### src/rtl/fmdll_lock_det_pkg.sv
// ---------------------------------------------------------------------------
// fmdll_lock_det_pkg
// Shared definitions for the FMDLL lock detector:
//   - default values for the detector parameters (tolerance, lock/unlock
//     strobe counts, acquisition timeout)
//   - width of the delay-line control code
//   - legacy-compatible state encoding (IDLE=0, ACQUIRE=1, LOCKED=2, FAIL=3)
//   - packed struct holding the registered multiplication configuration
// ---------------------------------------------------------------------------
package fmdll_lock_det_pkg;

    localparam int TOL_DEF         = 2;
    localparam int LOCK_CNT_DEF    = 16;
    localparam int UNLOCK_MISS_DEF = 2;
    localparam int TIMEOUT_DEF     = 4096;

    localparam int Q_W = 10;

    localparam logic [1:0] ST_IDLE    = 2'd0;
    localparam logic [1:0] ST_ACQUIRE = 2'd1;
    localparam logic [1:0] ST_LOCKED  = 2'd2;
    localparam logic [1:0] ST_FAIL    = 2'd3;

    typedef struct packed {
        logic [1:0] m;
        logic [3:0] n;
    } mult_cfg_t;

endpackage

### src/rtl/fmdll_tol_cmp.sv
// ---------------------------------------------------------------------------
// fmdll_tol_cmp
// Purely combinational tolerance comparator. Forms the absolute difference
// between two control codes using an 11-bit unsigned subtraction and flags
// whether it is within TOL.
// Ports:
//   q_a, q_b : control codes to compare (Q_W bits each)
//   in_tol   : high when |q_a - q_b| <= TOL
// ---------------------------------------------------------------------------
module fmdll_tol_cmp
    import fmdll_lock_det_pkg::*;
#(
    parameter int TOL = TOL_DEF
) (
    input  logic [Q_W-1:0] q_a,
    input  logic [Q_W-1:0] q_b,
    output logic           in_tol
);

    logic [Q_W:0] raw_diff;
    logic [Q_W:0] abs_diff;

    // The subtraction is done one bit wider than the codes so the top bit
    // acts as the borrow; a set borrow means q_b > q_a and the result is
    // two's-complement negated to get the magnitude.
    always_comb begin
        raw_diff = {1'b0, q_a} - {1'b0, q_b};
        abs_diff = raw_diff[Q_W] ? (~raw_diff + (Q_W+1)'(1)) : raw_diff;
        in_tol   = (abs_diff <= (Q_W+1)'(TOL));
    end

endmodule

### src/rtl/fmdll_lock_det.sv
// ---------------------------------------------------------------------------
// fmdll_lock_det
// Lock detector for the FMDLL. Watches the delay-line control code strobed
// from the phase/time controller and declares lock once the code has stayed
// within TOL of a reference for LOCK_CNT consecutive strobes. Lock is dropped
// after UNLOCK_MISS consecutive out-of-tolerance strobes. Acquisition that
// takes TIMEOUT cycles ends in FAIL, which is only left on a change of the
// multiplication configuration (M/N) or a reset.
// Ports:
//   CLK_exit    : sole clock, rising edge
//   rst_n       : synchronous active-low reset
//   Q_in        : delay-line control code, valid when q_valid is high
//   q_valid     : one-cycle strobe qualifying Q_in
//   M, N        : multiplication configuration, watched for changes
//   lock        : high while LOCKED
//   lock_lost   : one-cycle pulse on any exit from LOCKED (not on reset)
//   timeout_err : high while FAIL
//   q_lock      : current reference code
//   state       : IDLE=0, ACQUIRE=1, LOCKED=2, FAIL=3
// ---------------------------------------------------------------------------
module fmdll_lock_det
    import fmdll_lock_det_pkg::*;
#(
    parameter int TOL         = TOL_DEF,
    parameter int LOCK_CNT    = LOCK_CNT_DEF,
    parameter int UNLOCK_MISS = UNLOCK_MISS_DEF,
    parameter int TIMEOUT     = TIMEOUT_DEF
) (
    input  logic           CLK_exit,
    input  logic           rst_n,
    input  logic [Q_W-1:0] Q_in,
    input  logic           q_valid,
    input  logic [1:0]     M,
    input  logic [3:0]     N,
    output logic           lock,
    output logic           lock_lost,
    output logic           timeout_err,
    output logic [Q_W-1:0] q_lock,
    output logic [1:0]     state
);

    localparam int STABLE_W = $clog2(LOCK_CNT + 1);
    localparam int MISS_W   = $clog2(UNLOCK_MISS + 1);
    localparam int TIMER_W  = $clog2(TIMEOUT + 1);

    logic [Q_W-1:0]      q_ref,       q_ref_nxt;
    logic                q_ref_valid, q_ref_valid_nxt;
    logic [STABLE_W-1:0] stable_cnt,  stable_nxt;
    logic [MISS_W-1:0]   miss_cnt,    miss_nxt;
    logic [TIMER_W-1:0]  timer,       timer_nxt;
    mult_cfg_t           cfg_reg,     cfg_nxt;
    logic [1:0]          state_nxt;
    logic                lock_lost_nxt;

    mult_cfg_t cfg_in;
    logic      cfg_changed;
    logic      in_tol;

    assign cfg_in      = '{m: M, n: N};
    assign cfg_changed = (cfg_in != cfg_reg);
    assign q_lock      = q_ref;

    fmdll_tol_cmp #(
        .TOL    (TOL)
    ) u_tol_cmp (
        .q_a    (Q_in),
        .q_b    (q_ref),
        .in_tol (in_tol)
    );

    // Next-state logic. Priority order: IDLE always moves on and captures
    // the config; in every other state a config change beats any strobe,
    // lock or timeout. Inside ACQUIRE a lock reached on the same cycle the
    // timer expires takes precedence over FAIL. All counters saturate at
    // their all-ones value so they can never wrap back into range.
    always_comb begin
        state_nxt       = state;
        q_ref_nxt       = q_ref;
        q_ref_valid_nxt = q_ref_valid;
        stable_nxt      = stable_cnt;
        miss_nxt        = miss_cnt;
        timer_nxt       = timer;
        cfg_nxt         = cfg_reg;
        lock_lost_nxt   = 1'b0;

        if (state == ST_IDLE) begin
            state_nxt       = ST_ACQUIRE;
            cfg_nxt         = cfg_in;
            q_ref_valid_nxt = 1'b0;
            stable_nxt      = '0;
            miss_nxt        = '0;
            timer_nxt       = '0;
        end else if (cfg_changed) begin
            state_nxt       = ST_ACQUIRE;
            cfg_nxt         = cfg_in;
            q_ref_valid_nxt = 1'b0;
            stable_nxt      = '0;
            miss_nxt        = '0;
            timer_nxt       = '0;
            lock_lost_nxt   = (state == ST_LOCKED);
        end else begin
            case (state)
                ST_ACQUIRE: begin
                    if (timer != '1) begin
                        timer_nxt = timer + 1'b1;
                    end
                    if (q_valid && !q_ref_valid) begin
                        q_ref_nxt       = Q_in;
                        q_ref_valid_nxt = 1'b1;
                        stable_nxt      = '0;
                    end else if (q_valid && in_tol) begin
                        if (stable_cnt != '1) begin
                            stable_nxt = stable_cnt + 1'b1;
                        end
                        if (stable_nxt == STABLE_W'(LOCK_CNT)) begin
                            state_nxt = ST_LOCKED;
                            miss_nxt  = '0;
                        end
                    end else if (q_valid) begin
                        q_ref_nxt  = Q_in;
                        stable_nxt = '0;
                    end
                    if (state_nxt != ST_LOCKED && timer_nxt == TIMER_W'(TIMEOUT)) begin
                        state_nxt = ST_FAIL;
                    end
                end
                ST_LOCKED: begin
                    if (q_valid && in_tol) begin
                        miss_nxt = '0;
                    end else if (q_valid) begin
                        if (miss_cnt != '1) begin
                            miss_nxt = miss_cnt + 1'b1;
                        end
                        if (miss_nxt == MISS_W'(UNLOCK_MISS)) begin
                            state_nxt       = ST_ACQUIRE;
                            q_ref_nxt       = Q_in;
                            q_ref_valid_nxt = 1'b1;
                            stable_nxt      = '0;
                            miss_nxt        = '0;
                            timer_nxt       = '0;
                            lock_lost_nxt   = 1'b1;
                        end
                    end
                end
                default: begin
                end
            endcase
        end
    end

    // State and output registers. The status outputs are decoded from the
    // next state so they line up with the state register; reset clears
    // everything, including lock_lost, so a reset never looks like a loss
    // of lock to downstream logic.
    always_ff @(posedge CLK_exit) begin
        if (!rst_n) begin
            state       <= ST_IDLE;
            q_ref       <= '0;
            q_ref_valid <= 1'b0;
            stable_cnt  <= '0;
            miss_cnt    <= '0;
            timer       <= '0;
            cfg_reg     <= '0;
            lock        <= 1'b0;
            lock_lost   <= 1'b0;
            timeout_err <= 1'b0;
        end else begin
            state       <= state_nxt;
            q_ref       <= q_ref_nxt;
            q_ref_valid <= q_ref_valid_nxt;
            stable_cnt  <= stable_nxt;
            miss_cnt    <= miss_nxt;
            timer       <= timer_nxt;
            cfg_reg     <= cfg_nxt;
            lock        <= (state_nxt == ST_LOCKED);
            lock_lost   <= lock_lost_nxt;
            timeout_err <= (state_nxt == ST_FAIL);
        end
    end

endmodule

### config.mk
export PLATFORM = sky130hd
export DESIGN_NAME = fmdll_lock_det
export DESIGN_NICKNAME = d
export VERILOG_FILES = /design/src/rtl/fmdll_lock_det_pkg.sv /design/src/rtl/fmdll_tol_cmp.sv /design/src/rtl/fmdll_lock_det.sv
export SDC_FILE = /design/constraint.sdc
export NUM_CORES = 1
export LEC_CHECK = 0
export BUFFER_PORTS_ARGS = -buffer_cell sky130_fd_sc_hd__buf_4
export CAP_MARGIN = 0
export CORE_ASPECT_RATIO = 0.6
export CORE_UTILIZATION = 30
export DETAILED_ROUTE_END_ITERATION = 10
export GPL_TIMING_DRIVEN = 1
export HOLD_SLACK_MARGIN = 0.05
export PLACE_DENSITY_LB_ADDON = 0.15
export SYNTH_ARGS = -nofsm -noshare
export SYNTH_HDL_FRONTEND = slang
export SYNTH_SLANG_ARGS = --single-unit
### constraint.sdc
create_clock -name CLK_exit -period 6.4 [get_ports CLK_exit]
set_clock_uncertainty 0.2 [all_clocks]
set_input_delay 0.64 -clock CLK_exit [delete_from_list [all_inputs] [get_ports CLK_exit]]
set_output_delay 0.64 -clock CLK_exit [all_outputs]
set_load 0.005 [all_outputs]
# --- Yosys cells after proc, flatten, opt, wreduce, memory -nomap -nowiden ---
# Index checks and enable logic that the tools add are counted.
totals:
  ff_bits: 42
  latchBits: 0
  ram_bits: 0
  mem_bits_ro: 0
  inputBits: 19
  output_inout_bits: 15
  word_cells: 125
  mem_count: 0
classes:
  addsub: 5
  n_mul: 0
  n_div: 0
  n_lt_le_gt_ge: 1
  n_eq_ne: 23
  shift: 0
  mux: 67
  bitwise_logic: 4
  n_reduce_logical: 14
ops:
  columns: ["operator", "n"]
  rows:
  - ["13-bit 2-to-1 mux", 7]
  - ["10-bit 2-to-1 mux", 6]
  - ["5-bit 2-to-1 mux", 12]
  - ["2-bit 2-to-1 mux", 24]
  - ["13-bit case mux with 2 select lines", 1]
  - ["10-bit case mux with 2 select lines", 1]
  - ["2-bit != test (second input constant)", 8]
  - ["5-bit AND reduction", 3]
  - ["13-bit by 1-bit adder with 13-bit output (second input constant)", 1]
  - ["13-bit equality test (second input constant)", 1]
  - ["13-bit != test (second input constant)", 1]
  - ["6-bit 2-to-1 mux", 2]
  - ["11-bit by 1-bit adder with 11-bit output (second input constant)", 1]
  - ["11-bit by 2-bit less-or-equal comparator with 1-bit output (second input constant)", 1]
  - ["11-bit 2-to-1 mux", 1]
  - ["11-bit NOT", 1]
  - ["10-bit by 10-bit subtractor with 11-bit output", 1]
  - ["5-bit case mux with 2 select lines", 1]
  - ["1-bit 2-to-1 mux", 9]
  - ["2-bit equality test (second input constant)", 4]
  - ["2-bit case mux with 2 select lines", 2]
  - ["8-bit AND reduction", 1]
  - ["3-bit != test (second input constant)", 2]
  - ["6-bit != test", 1]
  - ["17 further kinds", 22]

# --- Logic depth before layout (Yosys ltp) ---
logic_depth:
  depth_word: 25
  mapped_depth: 15
  ltp_nobuf: 14

# --- By module ---
# Synthesis repeated with hierarchy kept, for this count alone.
unflattened:
  cells_unflattened: 385
  hier_area_um2: 3099.2
by_module_without_submodules:
  columns: ["mod", "n_inst", "cells_each", "area_per_inst_um2", "seq_area_each_um2"]
  rows:
  - ["fmdll_lock_det", 1, 275, 2299.7, 840.8]
  - ["fmdll_tol_cmp", 1, 110, 799.5, 0.0]

# --- Least setup slack after synthesis ---
# Ideal clock, no wire load.
synth_path:
  path_kind: "in2reg"
  startpoint: "in Q_in[0]"
  endpoint: "reg stable_cnt[4]"
  setup_ns: 0.119
  t_arrival_ns: 3.708
  required_time_ns: 6.081
  slack_ns: 2.373
  path_stages: 15
  n_path_buf: 1
  cell_sequence: "inv_1 -> ha_1 -> inv_1 -> fa_1 -> a211o_1 -> a21o_1 -> and2_4 -> or4_4 -> or4_1 -> o21ai_1 -> nand4_1 -> buf_2 -> a31oi_4 -> nor2_1 -> o221a_1"
synth_via:
  elab_chain_len: 9
  elab_cells_between_ends: 12
  cone_classes: "add/sub: 2; order compare: 1; eq/ne: 2; mux: 4; bitwise: 1; reduce/logical: 2"
synth_rtl:
  columns: ["item", "line_no", "source"]
  rows:
  - ["start: declaration", "fmdll_lock_det.sv:31", "input logic [Q_W-1:0] Q_in,"]
  - ["10-bit by 10-bit subtractor with 11-bit output *", "fmdll_tol_cmp.sv:27", "raw_diff = {1'b0, q_a} - {1'b0, q_b};"]
  - ["11-bit NOT", "fmdll_tol_cmp.sv:28", "abs_diff = raw_diff[Q_W] ? (~raw_diff + (Q_W+1)'(1)) : raw_diff;"]
  - ["11-bit by 1-bit adder with 11-bit output", "fmdll_tol_cmp.sv:28", null]
  - ["11-bit 2-to-1 mux *", "fmdll_tol_cmp.sv:28", null]
  - ["11-bit by 2-bit less-or-equal comparator with 1-bit output *", "fmdll_tol_cmp.sv:29", "in_tol = (abs_diff <= (Q_W+1)'(TOL));"]
  - ["1-bit logical AND *", "fmdll_lock_det.sv:111, fmdll_lock_det.sv:128", null]
  - ["5-bit 2-to-1 mux", "fmdll_lock_det.sv:111", "end else if (q_valid && in_tol) begin"]
  - ["5-bit 2-to-1 mux", "fmdll_lock_det.sv:107", "if (q_valid && !q_ref_valid) begin"]
  - ["5-bit case mux with 2 select lines", "fmdll_lock_det.sv:102", "case (state)"]
  - ["end signal: assignment", "fmdll_lock_det.sv:171", "stable_cnt <= stable_nxt;"]
  - ["end: declaration", "fmdll_lock_det.sv:48", "logic [STABLE_W-1:0] stable_cnt, stable_nxt;"]
# Every way passes the cells marked *; elsewhere a longest branch is shown, timed or not.
# A chain may end at the register's enable or synchronous reset.

# --- Final worst setup path ---
layout_path:
  startpoint: "in Q_in[0]"
  endpoint: "reg timer[3]"
layout_via:
  elab_chain_len: 8
layout_rtl:
  columns: ["item", "line_no", "source"]
  rows:
  - ["10-bit by 10-bit subtractor with 11-bit output *", "fmdll_tol_cmp.sv:27", null]
  - ["11-bit NOT", "fmdll_tol_cmp.sv:28", null]
  - ["11-bit by 1-bit adder with 11-bit output", "fmdll_tol_cmp.sv:28", null]
  - ["11-bit 2-to-1 mux *", "fmdll_tol_cmp.sv:28", null]
  - ["11-bit by 2-bit less-or-equal comparator with 1-bit output *", "fmdll_tol_cmp.sv:29", null]
  - ["1-bit logical AND *", "fmdll_lock_det.sv:128", "if (q_valid && in_tol) begin"]
  - ["2-bit != test (no line) *", null, null]
  - ["4-bit AND reduction (no line) *", null, null]
  - ["end signal: assignment", "fmdll_lock_det.sv:173", "timer <= timer_nxt;"]
  - ["end: declaration", "fmdll_lock_det.sv:50", "logic [TIMER_W-1:0] timer, timer_nxt;"]
# Marks and branches as above.

==> metrics.cfg <==
[yosys]
synthArstFlopShare_pct = 0
synth_largest_area_cell = dfxtp_1
synth_simple_gate_area_share_pct = 25.7
yosys_warnings = 0
avgSynthCellArea_sq_um = 7.71
yosys-mux-area-fraction_pct = 1.99
synth.area.top_cells = dfxtp_1, ha_1, nand2_1
postSynthCellCount = 399
synth_xor_area_share_pct = 4.84
yosysTopAreaCellShare_pct = 27.3
synth-compound-area-share_pct = 28.1
synth_adder_area_share_pct = 6.75
synth_edf_count = 0
synth_top_family_by_area = compound AO/OA/AOI/OAI gates
synth_seq_cells = 42
synth-main-ff-cell = dfxtp_1
yosysSeqAreaShare_pct = 27.3
syn_area_sq_mm = 0.00308
yosysUniqueCellTypes = 67
syn_nets = 434

[cells_and_area]
final_nets = 456
fillers = 1058
syn2layout_area_growth_pct = 15.7
diodes = 0
largest_reg_flops = 13
final_core_util_pct = 35.9
drive_gt1_share_pct = 12.6

[clock_network]
cts_setup_buffers = 0
cts_root_buf = clkbuf_16
numCtsBuffers = 5
clk_pin_slew_ns = 0.07
cts_tree = yes
cts_sinks = 42
clk_path_buf_depth = 2
cts_hold_buf = 0
cts_resized = 0
insertion_delay_ns = 0.29
htreeDepth = 2

[sta]
finalCritPeriodShare_pct = 72.7
fin_crit_ns = 4.65
setup_ws_ns = 1.75
hold_viol = 0
slew-limit-headroom_pct = 39.7
setup_viol_count_final = 0
tightest_slew_ns = 0.902
fmax_mhz = 215
setup_tns_ns = 0
slew_viol_final = 0
rsz0062_at_grt = false

[critical_path]
worstRegToRegCells = 13
r2r-end = timer[3]
worstSetupEndpointType = flip-flop
cp-start-kind = input pin
crit_type = input pin to flip-flop
cp.required_ns = 6.33
timing.rr.start = q_lock[0]
rrSetupSlack_ns = 1.87
timing.critical_path.arrival_ns = 4.58
crit_fanout = 11

[hold_path]
whs_path_depth = 2
hp-class = flip-flop to flip-flop
hp-start = miss_cnt[1]
holdPathEnd = miss_cnt[1]

[global_route]
grt_util_met1_pct = 28.0
busiest_layer = met1
grt_pass1_wl_um = 13800
grt_max_degree = 31
grt_overflow = 0
use_met2_pct = 18.4
grtUsageTotal_pct = 16.4
grt_pass1_vias = 2561
met3_usage_pct = 4.10
antenna_found_initial = 0

[die]
die_y_um = 80.4
die_w_um = 133
ios = 34
die_area_sq_mm = 0.0107
start_util_pct = 31.0
num_rows = 28
core_sq_mm = 0.00991

[route]
drt-total-wl_um = 8420
final_antenna_net_count = 0
dr.pass1.iters = 5
routedWlPerCell_um = 15.1
drt_iter0_markers = 238
viasPerCell = 5.33
drc = 0
vias = 2971

[power_and_ir_drop]
leakagePower_nw = 1.29
ir_drop_v = 0.0000982
power.density_mw_per_mm2 = 175

[run]
drv_cap = 0

[place]
gp_congestion = 0.837
place_hpwl_um = 6340
place_ws_ns = 1.51
numPortBuffers = 33

[outcome]
status = complete, no violations

-- logic make-up after synthesis --
family	count (synthesis)
AND/OR/NAND/NOR	157
AO/OA/AOI/OAI	121
flip-flops	42
buffers and inverters	40
XOR/XNOR	17
adder cells (fa/ha/maj)	16
multiplexers	6
-- area by class of cell --
cell class,count,area [sq um],share of cell area (%)
clock buffer,6,129,3.62
clock inverter,2,13.8,0.387
multi-input combinational,317,2070,58.2
tap,135,169,4.75
sequential,42,841,23.6
timing repair buffer,34,255,7.17
inverter,21,78.8,2.21
-- metrics by stage --
step                cells  hold WS (ns)  power [mW]  cell area (sq um)
floorplan             399         0.210       0.342               3080
global placement      549         0.222       0.370               3420
detailed placement    549         0.226       0.369               3420
CTS                   557         0.235       0.631               3560
global route          557         0.253       0.654               3560
finish                557         0.238       0.623               3560
-- critical path, cell delays in order --
cell and delay [ns]:
buf_4 0.11, inv_1 0.05, ha_1 0.17, inv_1 0.06
fa_1 0.42, a211o_1 0.32, a21o_1 0.18, and2_4 0.18
or4_4 0.49, o41ai_1 0.35, nand2_1 0.10, nand4_1 0.42
a21boi_1 0.19, nor2_1 0.71, a311oi_1 0.19
-- power breakdown --
group          leakage (nW)  switching, mW  total [mW]  internal (mW)
combinational         0.882         0.0590       0.100         0.0410
sequential            0.340        0.00156       0.265          0.264
clock                0.0708          0.112       0.257          0.145
-- layout by cell type (no fill, tap or decap), types with 3 or more instances in the layout --
cell	count
o21a_1	4
o21ai_0	18
nand2_1	45
o211ai_1	7
a21oi_1	18
nand4_1	7
inv_1	21
buf_4	34
nor2b_1	5
a31oi_1	11
xnor2_1	10
a211oi_1	8
xor2_1	7
a22oi_1	3
clkbuf_16	5
nor4_1	3
mux2i_1	5
a311oi_1	4
and3_1	9
and2_1	11
nand3_1	22
dfxtp_1	42
a21o_1	6
nor3_1	8
ha_1	15
o21ai_1	14
nor2_1	29
-- cell usage after synthesis (3+ instances only) --
master and count:
a21o_1 6, inv_1 21, xor2_1 7, a311oi_1 4, nor4_1 3, a22oi_1 3
a31oi_1 11, clkbuf_1 14, dfxtp_1 42, o21ai_0 18, nand2_1 45, o211ai_1 7
o21ai_1 14, nand4_1 7, nand3_1 22, o21a_1 4, mux2i_1 5, nor3_1 8
a211oi_1 8, nor2_1 29, xnor2_1 10, ha_1 15, and2_1 11, and3_1 9
nor2b_1 5, buf_2 4, a21oi_1 18
-- layer usage --
metal | vias up | share of wire, % | wire [um]
li1 | 1515 | - | -
met1 | 1355 | 60 | 5030
met2 | 97 | 33 | 2790
met3 | 4 | 6.7 | 561
met4 | 0 | 0.52 | 44
met5 | - | 0 | 0
-- how the worst max path moves through the flow --
stage | from | to | slack (ns)
2_1_floorplan | Q_in[0] | stable_cnt[4] | 2.37
6_report | Q_in[0] | timer[3] | 1.75
3_5_place_dp | Q_in[0] | timer[3] | 1.51
5_1_grt | Q_in[0] | timer[7] | 1.54
3_3_place_gp | Q_in[0] | timer[3] | 1.62
4_1_cts | Q_in[0] | timer[3] | 1.81
No activity file was read; power rests on OpenSTA's default activity.
